$ cat src/rtl/tmds_pkg.sv
// Shared TMDS definitions: control-token codes (also used by tmds_encoder_dvi)
// and the receiver word-alignment state enum.
package tmds_pkg;

  localparam logic [9:0] CTRL_TOKEN_00 = 10'b1101010100;
  localparam logic [9:0] CTRL_TOKEN_01 = 10'b0010101011;
  localparam logic [9:0] CTRL_TOKEN_10 = 10'b0101010100;
  localparam logic [9:0] CTRL_TOKEN_11 = 10'b1010101011;

  typedef enum logic [1:0] {
    StSearch,
    StSlipWait,
    StVerify,
    StLocked
  } align_state_e;

endpackage

$ cat src/rtl/tmds_word_decode.sv
// Combinational TMDS word decoder: classifies control tokens and undoes the
// XOR/XNOR transition-minimising encoding for data words.
module tmds_word_decode
  import tmds_pkg::*;
(
  input  logic [9:0] tmds,
  output logic       is_ctrl,
  output logic [1:0] ctl,
  output logic [7:0] data_8bit
);

  logic [7:0] d;

  always_comb begin
    is_ctrl = 1'b1;
    ctl     = 2'b00;
    case (tmds)
      CTRL_TOKEN_00: ctl = 2'b00;
      CTRL_TOKEN_01: ctl = 2'b01;
      CTRL_TOKEN_10: ctl = 2'b10;
      CTRL_TOKEN_11: ctl = 2'b11;
      default:       is_ctrl = 1'b0;
    endcase
  end

  always_comb begin
    d            = tmds[9] ? ~tmds[7:0] : tmds[7:0];
    data_8bit    = 8'h00;
    data_8bit[0] = d[0];
    for (int i = 1; i < 8; i++) begin
      data_8bit[i] = tmds[8] ? (d[i] ^ d[i-1]) : ~(d[i] ^ d[i-1]);
    end
  end

endmodule

$ cat src/rtl/tmds_decoder_dvi_rx.sv
// TMDS receive channel: word decode, bitslip-driven word alignment FSM and
// registered pixel/control outputs (zeroed whenever the channel is not locked).
module tmds_decoder_dvi_rx
  import tmds_pkg::*;
#(
  parameter int unsigned SEARCH_WINDOW = 8192,
  parameter int unsigned CTRL_RUN      = 8,
  parameter int unsigned SLIP_WAIT     = 4
) (
  input  logic       clk_pixel,
  input  logic       reset,
  input  logic [9:0] tmds,
  output logic [7:0] data_8bit,
  output logic [1:0] ctl,
  output logic       de,
  output logic       locked,
  output logic       bitslip
);

  localparam int unsigned WIN_W  = $clog2(SEARCH_WINDOW + 1);
  localparam int unsigned RUN_W  = $clog2(CTRL_RUN + 1);
  localparam int unsigned WAIT_W = $clog2(SLIP_WAIT + 1);

  localparam logic [WIN_W-1:0]  WIN_LAST  = WIN_W'(SEARCH_WINDOW - 1);
  localparam logic [RUN_W-1:0]  RUN_LAST  = RUN_W'(CTRL_RUN - 1);
  localparam logic [WAIT_W-1:0] WAIT_LAST = WAIT_W'(SLIP_WAIT - 1);

  logic       is_ctrl;
  logic [1:0] dec_ctl;
  logic [7:0] dec_data;

  tmds_word_decode u_word_decode (
    .tmds      (tmds),
    .is_ctrl   (is_ctrl),
    .ctl       (dec_ctl),
    .data_8bit (dec_data)
  );

  align_state_e      state_q, state_d;
  logic [WIN_W-1:0]  win_cnt_q, win_cnt_d;
  logic [RUN_W-1:0]  run_cnt_q, run_cnt_d;
  logic [WAIT_W-1:0] wait_cnt_q, wait_cnt_d;
  logic              bitslip_d;
  logic [WIN_W-1:0]  win_inc;

  // Saturating so a data word leaving VERIFY cannot push the window past its end.
  assign win_inc = (win_cnt_q >= WIN_LAST) ? win_cnt_q : win_cnt_q + WIN_W'(1);

  always_comb begin
    state_d    = state_q;
    win_cnt_d  = win_cnt_q;
    run_cnt_d  = run_cnt_q;
    wait_cnt_d = wait_cnt_q;
    bitslip_d  = 1'b0;
    case (state_q)
      StSearch: begin
        if (is_ctrl) begin
          state_d   = StVerify;
          run_cnt_d = RUN_W'(1);
        end else if (win_cnt_q >= WIN_LAST) begin
          state_d    = StSlipWait;
          bitslip_d  = 1'b1;
          win_cnt_d  = '0;
          wait_cnt_d = '0;
        end else begin
          win_cnt_d = win_inc;
        end
      end
      StSlipWait: begin
        if (wait_cnt_q >= WAIT_LAST) begin
          state_d    = StSearch;
          wait_cnt_d = '0;
          win_cnt_d  = '0;
        end else begin
          wait_cnt_d = wait_cnt_q + WAIT_W'(1);
        end
      end
      StVerify: begin
        if (is_ctrl) begin
          run_cnt_d = run_cnt_q + RUN_W'(1);
          if (run_cnt_q >= RUN_LAST) begin
            state_d   = StLocked;
            win_cnt_d = '0;
          end
        end else begin
          state_d   = StSearch;
          run_cnt_d = '0;
          win_cnt_d = win_inc;
        end
      end
      StLocked: begin
        if (is_ctrl) begin
          win_cnt_d = '0;
        end else if (win_cnt_q >= WIN_LAST) begin
          state_d   = StSearch;
          win_cnt_d = '0;
          run_cnt_d = '0;
        end else begin
          win_cnt_d = win_inc;
        end
      end
      default: begin
        state_d    = StSearch;
        win_cnt_d  = '0;
        run_cnt_d  = '0;
        wait_cnt_d = '0;
      end
    endcase
  end

  always_ff @(posedge clk_pixel or posedge reset) begin
    if (reset) begin
      state_q    <= StSearch;
      win_cnt_q  <= '0;
      run_cnt_q  <= '0;
      wait_cnt_q <= '0;
      bitslip    <= 1'b0;
      locked     <= 1'b0;
      de         <= 1'b0;
      ctl        <= 2'b00;
      data_8bit  <= 8'h00;
    end else begin
      state_q    <= state_d;
      win_cnt_q  <= win_cnt_d;
      run_cnt_q  <= run_cnt_d;
      wait_cnt_q <= wait_cnt_d;
      bitslip    <= bitslip_d;
      locked     <= (state_d == StLocked);
      // Outputs follow the next state so the locking token itself is decoded.
      de         <= (state_d == StLocked) && !is_ctrl;
      ctl        <= ((state_d == StLocked) && is_ctrl) ? dec_ctl : 2'b00;
      data_8bit  <= ((state_d == StLocked) && !is_ctrl) ? dec_data : 8'h00;
    end
  end

endmodule

$ cat config.mk
export PLATFORM = sky130hd
export DESIGN_NAME = tmds_decoder_dvi_rx
export DESIGN_NICKNAME = d
export VERILOG_FILES = /design/src/rtl/tmds_pkg.sv /design/src/rtl/tmds_word_decode.sv /design/src/rtl/tmds_decoder_dvi_rx.sv
export SDC_FILE = /design/constraint.sdc
export NUM_CORES = 1
export LEC_CHECK = 0
export ABC_AREA = 1
export CAP_MARGIN = 20
export CORE_MARGIN = 2
export CORE_UTILIZATION = 30
export CTS_BUF_LIST = sky130_fd_sc_hd__clkbuf_2 sky130_fd_sc_hd__clkbuf_4 sky130_fd_sc_hd__clkbuf_8
export DETAILED_ROUTE_END_ITERATION = 6
export GPL_ROUTABILITY_DRIVEN = 0
export PLACE_DENSITY = 0.47
export SLEW_MARGIN = 20
export SYNTH_ARGS = -nofsm -noshare
export SYNTH_HDL_FRONTEND = slang
export SYNTH_SLANG_ARGS = --single-unit
$ cat constraint.sdc
create_clock -name clk_pixel -period 5.1 [get_ports clk_pixel]
set_input_delay 0.765 -clock clk_pixel [delete_from_list [all_inputs] [get_ports clk_pixel]]
set_output_delay 0.765 -clock clk_pixel [all_outputs]
set_load 0.03 [all_outputs]
==> impl_metrics.csv, run 1 <==
group,metric,value,unit
yosys,synth_enable_flop_cells,0,
routing,ant_nets,0,
pwr,power.density,268,nW/um^2
floorplan,die-area,8040,sq um
yosys,syn-num-nets,306,
critical_path,crit_path_max_fanout,6,
critical_path,setup.worst_path.end_class,"register",
routing,viasPerCell,4.61,
min_path,hold_start,"wait_cnt_q[0]$_DFFE_PP0P_",
layout,nets,335,
global_routing,grt_overflow_total,0,
place,port-buffer-count,24,
critical_path,max_stage_delay,0.71,ns
critical_path,r2r_cells,10,
yosys,avgSynthCellArea,7.62,sq um
min_path,hp-class,"register to register",
yosys,synth_area,2200,sq um
floorplan,die_x,89.7,um
global_routing,grt.total_usage,0.144,
place,place_hpwl,3.85,mm
timing,fin_tns_setup,0,ns
routing,firstDrtPassIters,4,
cts,clkTransAtPathRegs,0.07,ns
min_path,hold_depth,1,
yosys,synth_top_family_by_area,"simple AND/OR/NAND/NOR gates",
floorplan,num_io_pins,25,
cts,cts_hold_buf,0,
yosys,synthAdderAreaFrac,0.0284,
critical_path,r2r_setup_slack,2.99,ns
pwr,ir_worst_vdd,0.0000755,V
routing,wl_per_cell,12.0,um
layout,area_growth,19.9,%
timing,slew_violations,0,
yosys,yosysTopAreaCell,"dfrtp_1",
cts,clkSinkCount,36,
yosys,yosysMostFrequentCell,"nand2_1",
routing,finalWirelength,5.01,mm
yosys,synth_simple_gate_area_frac,0.337,
critical_path,critical_path_class,"primary input to register",
floorplan,start_util,0.307,
yosys,synth-seq-cells,36,
yosys,ys_types,36,
critical_path,rr_startpoint,"win_cnt_q[0]$_DFFE_PP0P_",
yosys,synth-compound-area-share,0.0750,
yosys,yosysTopAreaCellShare,0.409,
timing,hold_viol_final,0,
cts,numCtsBuffers,5,
timing,tightest_slew,0.471,ns
layout,nFillCells,781,
floorplan,die_h,89.7,um
cts,htreeDepth,2,
critical_path,start_kind,"primary input",
yosys,synth_ff_type,"dfrtp_1",
routing,drc_errors,0,
timing,period_needed,2.39,ns
timing,worst_hold_slack,0.511,ns
cts,clockBufferDepth,2,
routing,vias,1923,
critical_path,slowest_stage,"clkdlybuf4s50_1",
routing,drt-initial-drc-count,102,
cts,postCtsSetupRepairBufs,0,
yosys,async_reset_ff_frac,1.00,
global_routing,grt_antenna_before_repair,0,
yosys,yosysWarnings,0,
yosys,synth_seq_area_share,0.409,
floorplan,rows,31,
yosys,synth_xor_xnor_area_share,0.0398,
timing,slew_headroom,0.686,
critical_path,worstPathArrival,2.60,ns
critical_path,crit_path_start,"tmds[8]",
timing,fin_crit_sh,0.469,
timing,finalSetupViolCount,0,
yosys,synth.area.mux_share,0.00909,
critical_path,r2r_end,"win_cnt_q[0]$_DFFE_PP0P_",
timing,fmax,418,MHz
cts,cts_resized,0,
global_routing,grt_max_degree,37,
yosys,synthCells,289,
pwr,leakage,1.39,nW
status,status,"completed",
critical_path,worstPathRequired,5.31,ns
min_path,holdPathEnd,"wait_cnt_q[0]$_DFFE_PP0P_",
global_routing,grt_pass1_vias,1977,
floorplan,core-area,7180,sq um
cts,clockRootBuffer,"clkbuf_8",
cts,clk_latency,0.29,ns
global_routing,grt_pass1_wl,9.03,mm
yosys,synth_common_cells,"nand2_1, inv_1, dfrtp_1, nor2_1, nand3_1",
layout,num_antenna_cells,0,
cts,cts_tree,"done",
timing,rsz0062_at_grt,"no",
critical_path,crit_chain,"clkdlybuf4s50_1 > inv_8 > nand2_4 > nor2_4 > nand3_2 > nand2_4 > o21ai_2 > nand2_1 > nand2_2 > nand2_1 > a21oi_1",
layout,fin_util,0.368,
layout,layout-drive-gt1-share,0.101,
run,max-cap-violations,0,
yosys,synth.area.top_cells,"dfrtp_1, nand2_1, inv_1",
timing,skew,0.00720,ns
pwr,power.total,0.708,mW
[cell type report]
| class | count | area [sq um] | area share |
|---|---|---|---|
| sequential | 36 | 901 | 0.341 |
| multi-input combinational | 201 | 1080 | 0.408 |
| timing repair buffer | 25 | 248 | 0.0938 |
| inverter | 49 | 194 | 0.0735 |
| tap | 99 | 124 | 0.0469 |
| clock buffer | 7 | 96.3 | 0.0365 |
[critical path: cells and delay by family]
family / cells / cell delay (ns)
buffers and inverters: 2 / 0.78
AO/OA/AOI/OAI: 2 / 0.37
AND/OR/NAND/NOR: 7 / 0.68
[power breakdown]
group          internal [mW]  switching, mW
clock                  0.120          0.104
combinational         0.0540         0.0796
sequential             0.318         0.0324
total                  0.492          0.216
[worst max-delay path by stage]
stage,end,slack [ns],cells past startpoint
finish,win_cnt_q[11]$_DFFE_PP0P_,2.71,11
global route,win_cnt_q[9]$_DFFE_PP0P_,2.59,11
global placement,win_cnt_q[1]$_DFFE_PP0P_,2.47,11
detailed placement,win_cnt_q[11]$_DFFE_PP0P_,2.40,11
floorplan,win_cnt_q[4]$_DFFE_PP0P_,3.24,13
CTS,win_cnt_q[11]$_DFFE_PP0P_,2.73,11
[routing by layer]
metal  up-vias  track usage  part of all wire
met5         -            0                 0
met4         0       0.0488             0.017
met3         7       0.0320             0.035
met2        35        0.241              0.48
met1       905        0.182              0.46
li1        976            -                 -
[logic make-up (layout without fill, tap and decap cells)]
family | after synthesis | count (layout)
fa+ha+maj | 5 | 5
mux | 2 | 2
xor+xnor | 10 | 10
flops | 36 | 36
buf+inv | 52 | 81
compound gates | 26 | 26
simple gates | 158 | 158
[per-stage QoR]
| step | cell area, sq um | std cells | worst slack (ns) |
|---|---|---|---|
| final | 2640 | 417 | 2.71 |
| after global routing | 2640 | 417 | 2.59 |
| after CTS | 2640 | 417 | 2.73 |
| after detailed placement | 2540 | 410 | 2.40 |
| after global placement | 2540 | 410 | 2.47 |
| after floorplan | 2200 | 289 | 3.24 |
[state kept, by name, summed over array words and instances, names as in the netlist]
signal	cells
run_cnt_q	4
de	1
locked	1
ctl	2
bitslip	1
data_8bit	8
win_cnt_q	14
state_q	2
wait_cnt_q	3
[layout by cell type, fill, tap and decap left out]
master / Yosys / layout
nand2_4: 3 / 3
clkbuf_8: 0 / 7
nor2_4: 2 / 2
nand3_1: 25 / 25
a21boi_0: 1 / 1
a211o_1: 1 / 1
a21oi_1: 5 / 5
nor2_1: 34 / 34
mux2i_1: 2 / 2
a21oi_2: 2 / 2
nor3_1: 7 / 7
o21ai_2: 3 / 3
nand4_1: 8 / 8
nor3_2: 1 / 1
a21o_1: 1 / 1
clkdlybuf4s50_1: 0 / 24
a31oi_1: 1 / 1
o22ai_1: 1 / 1
o21ai_1: 3 / 3
nand3b_1: 1 / 1
o21bai_1: 1 / 1
inv_4: 1 / 1
xor2_1: 9 / 9
inv_2: 3 / 3
a211oi_1: 1 / 1
nand3_2: 2 / 2
nor4_1: 1 / 1
o21ai_0: 6 / 6
inv_1: 44 / 44
nand2_1: 68 / 68
nand2_2: 5 / 5
inv_8: 1 / 1
buf_4: 1 / 1
nand3_4: 1 / 1
xnor2_1: 1 / 1
dfrtp_1: 36 / 36
ha_1: 5 / 5
Power figures use the tool's default switching activity.
==> inputs of run 2 (changes only) <==
PLACE_DENSITY = 0.49   (was 0.47)
clock period = 2.09 ns   (was 5.1 ns; I/O delays follow)
==> run 2 against run 1 <==
Non-clock buffer count rose by 11. Combinational power rose to 2.6 times the previous value. Register-to-register slack got worse by 2.7 ns. Die area did not move. Clock skew rose by 0.0013 ns. Worst setup slack got worse by 2.5 ns. Largest cell class unchanged.
==> impl_metrics.csv, run 2 (synthesis gave the netlist of run 1 again) <==
group,metric,value,unit
status,status,"completed",
timing,finalSetupViolCount,0,
layout,largest_registers,"win_cnt_q: 14 flops, data_8bit: 8 flops, run_cnt_q: 4 flops",
floorplan,core-area,7180,sq um
layout,nFillCells,756,
floorplan,die_x,89.7,um
pwr,power.density,632,nW/um^2
global_routing,grt.total_usage,0.134,
routing,viasPerCell,4.51,
critical_path,start_kind,"register",
layout,final_common_cell,"nand2_1",
routing,firstDrtPassIters,4,
place,place_hpwl,3.79,mm
cts,cts_hold_buf,0,
critical_path,worstPathArrival,2.06,ns
timing,fin_tns_setup,0,ns
cts,cts_tree,"done",
timing,fmax,544,MHz
critical_path,crit_path_start,"wait_cnt_q[0]$_DFFE_PP0P_",
routing,ant_nets,0,
timing,slew_headroom,0.691,
cts,numCtsBuffers,5,
layout,area_growth,24.5,%
timing,rsz0062_at_grt,"no",
timing,slew_violations,0,
timing,tightest_slew,0.464,ns
timing,skew,0.00849,ns
layout,seq_area,901,sq um
floorplan,die-area,8040,sq um
cts,clk_latency,0.29,ns
floorplan,rows,31,
global_routing,grt_pass1_vias,1940,
critical_path,setup.worst_path.end_class,"register",
layout,largest-register,"win_cnt_q",
critical_path,r2r_cells,9,
cts,htreeDepth,2,
critical_path,r2r_setup_slack,0.25,ns
timing,hold_viol_final,0,
layout,layout-drive-gt1-share,0.143,
layout,num_antenna_cells,0,
cts,clockBufferDepth,2,
routing,wl_per_cell,11.2,um
floorplan,die_h,89.7,um
routing,finalWirelength,4.81,mm
cts,clkTransAtPathRegs,0.07,ns
floorplan,start_util,0.307,
layout,fin_area,2740,sq um
critical_path,rr_startpoint,"wait_cnt_q[0]$_DFFE_PP0P_",
place,port-buffer-count,24,
timing,fin_crit_sh,0.880,
cts,clockRootBuffer,"clkbuf_8",
layout,final_cell_mix,"nand2_1, inv_1, dfrtp_1",
critical_path,crit_path_max_fanout,12,
global_routing,grt_overflow_total,0,
routing,vias,1932,
layout,nets,346,
floorplan,num_io_pins,25,
pwr,ir_worst_vdd,0.000221,V
global_routing,grt_antenna_before_repair,0,
pwr,leakage,1.45,nW
layout,largest_reg_flops,14,
min_path,hp-class,"primary input to async pin",
critical_path,r2r_end,"win_cnt_q[1]$_DFFE_PP0P_",
critical_path,cp-endpoint,"win_cnt_q[1]$_DFFE_PP0P_",
global_routing,grt_pass1_wl,8.45,mm
place,place_area,2630,sq um
critical_path,critical_path_class,"register to register",
routing,drc_errors,0,
global_routing,grt_max_degree,37,
cts,clkSinkCount,36,
critical_path,worstPathRequired,2.31,ns
timing,period_needed,1.84,ns
routing,drt-initial-drc-count,79,
run,max-cap-violations,0,
layout,fin_util,0.382,
layout,multi_input_area,1100,sq um
==> run 2: layout make-up <==
class,instances,share of cell area
Timing Repair Buffer,36,0.120
Multi-Input combinational cell,201,0.400
Clock buffer,7,0.0351
Inverter,49,0.0707
Tap cell,99,0.0452
Sequential cell,36,0.328
==> run 2: what timing repair did <==
action,CTS,global route
resized for setup,0,5
setup buffers,0,0
setup endpoints to repair,0,8
hold endpoints to repair,0,0
==> run 2: critical path: stages, from the launching register on <==
cell and delay [ns]:
dfrtp_1 0.43, ha_1 0.21, ha_1 0.20, a211oi_2 0.21, nand2_2 0.15, nand2_4 0.14, inv_4 0.08, nand2_2 0.14
o21ai_0 0.11, nor2_1 0.09
==> run 2: per-layer routing <==
layer	up-vias	part of all wire	global-route usage
met2	33	0.48	0.230
met3	9	0.037	0.0302
met4	0	0.017	0.0475
met1	894	0.46	0.165
li1	996	-	-
met5	-	0	0
==> run 2: worst min-delay path by stage <==
| stage | start | end | slack [ns] | cells after the start |
|---|---|---|---|---|
| 5_1_grt | reset | de$_DFF_PP0_ | 0.52 | 3 |
| 6_report | reset | de$_DFF_PP0_ | 0.43 | 3 |
| 3_5_place_dp | run_cnt_q[1]$_DFFE_PP0P_ | run_cnt_q[1]$_DFFE_PP0P_ | 0.50 | 2 |
| 3_3_place_gp | run_cnt_q[1]$_DFFE_PP0P_ | run_cnt_q[1]$_DFFE_PP0P_ | 0.49 | 2 |
| 2_1_floorplan | tmds[0] | data_8bit[0]$_DFF_PP0_ | 0.45 | 2 |
| 4_1_cts | reset | state_q[1]$_DFF_PP0_ | 0.46 | 3 |
==> run 2: through the flow <==
step	cells	total power, mW	worst slack (ns)	hold WS, ns
floorplan	289	1.10	0.340	0.451
global placement	421	1.20	0.0615	0.494
detailed placement	421	1.21	0.0283	0.498
CTS	428	1.75	0.147	0.456
global route	428	1.86	0.0428	0.518
finish	428	1.73	0.251	0.428
==> run 2: power by group <==
group	internal [mW]	total [mW]	switching, mW	leakage (nW)
combinational	0.144	0.343	0.199	0.912
clock	0.294	0.537	0.243	0.0503
sequential	0.776	0.854	0.0783	0.486
==> inputs of run 3 (changes only) <==
HOLD_SLACK_MARGIN = 0.05   (was not set)
SLEW_MARGIN = not set   (was 20)
==> results of run 3 <==
The final DEF is identical to that of run 2; final timing and power are the same.
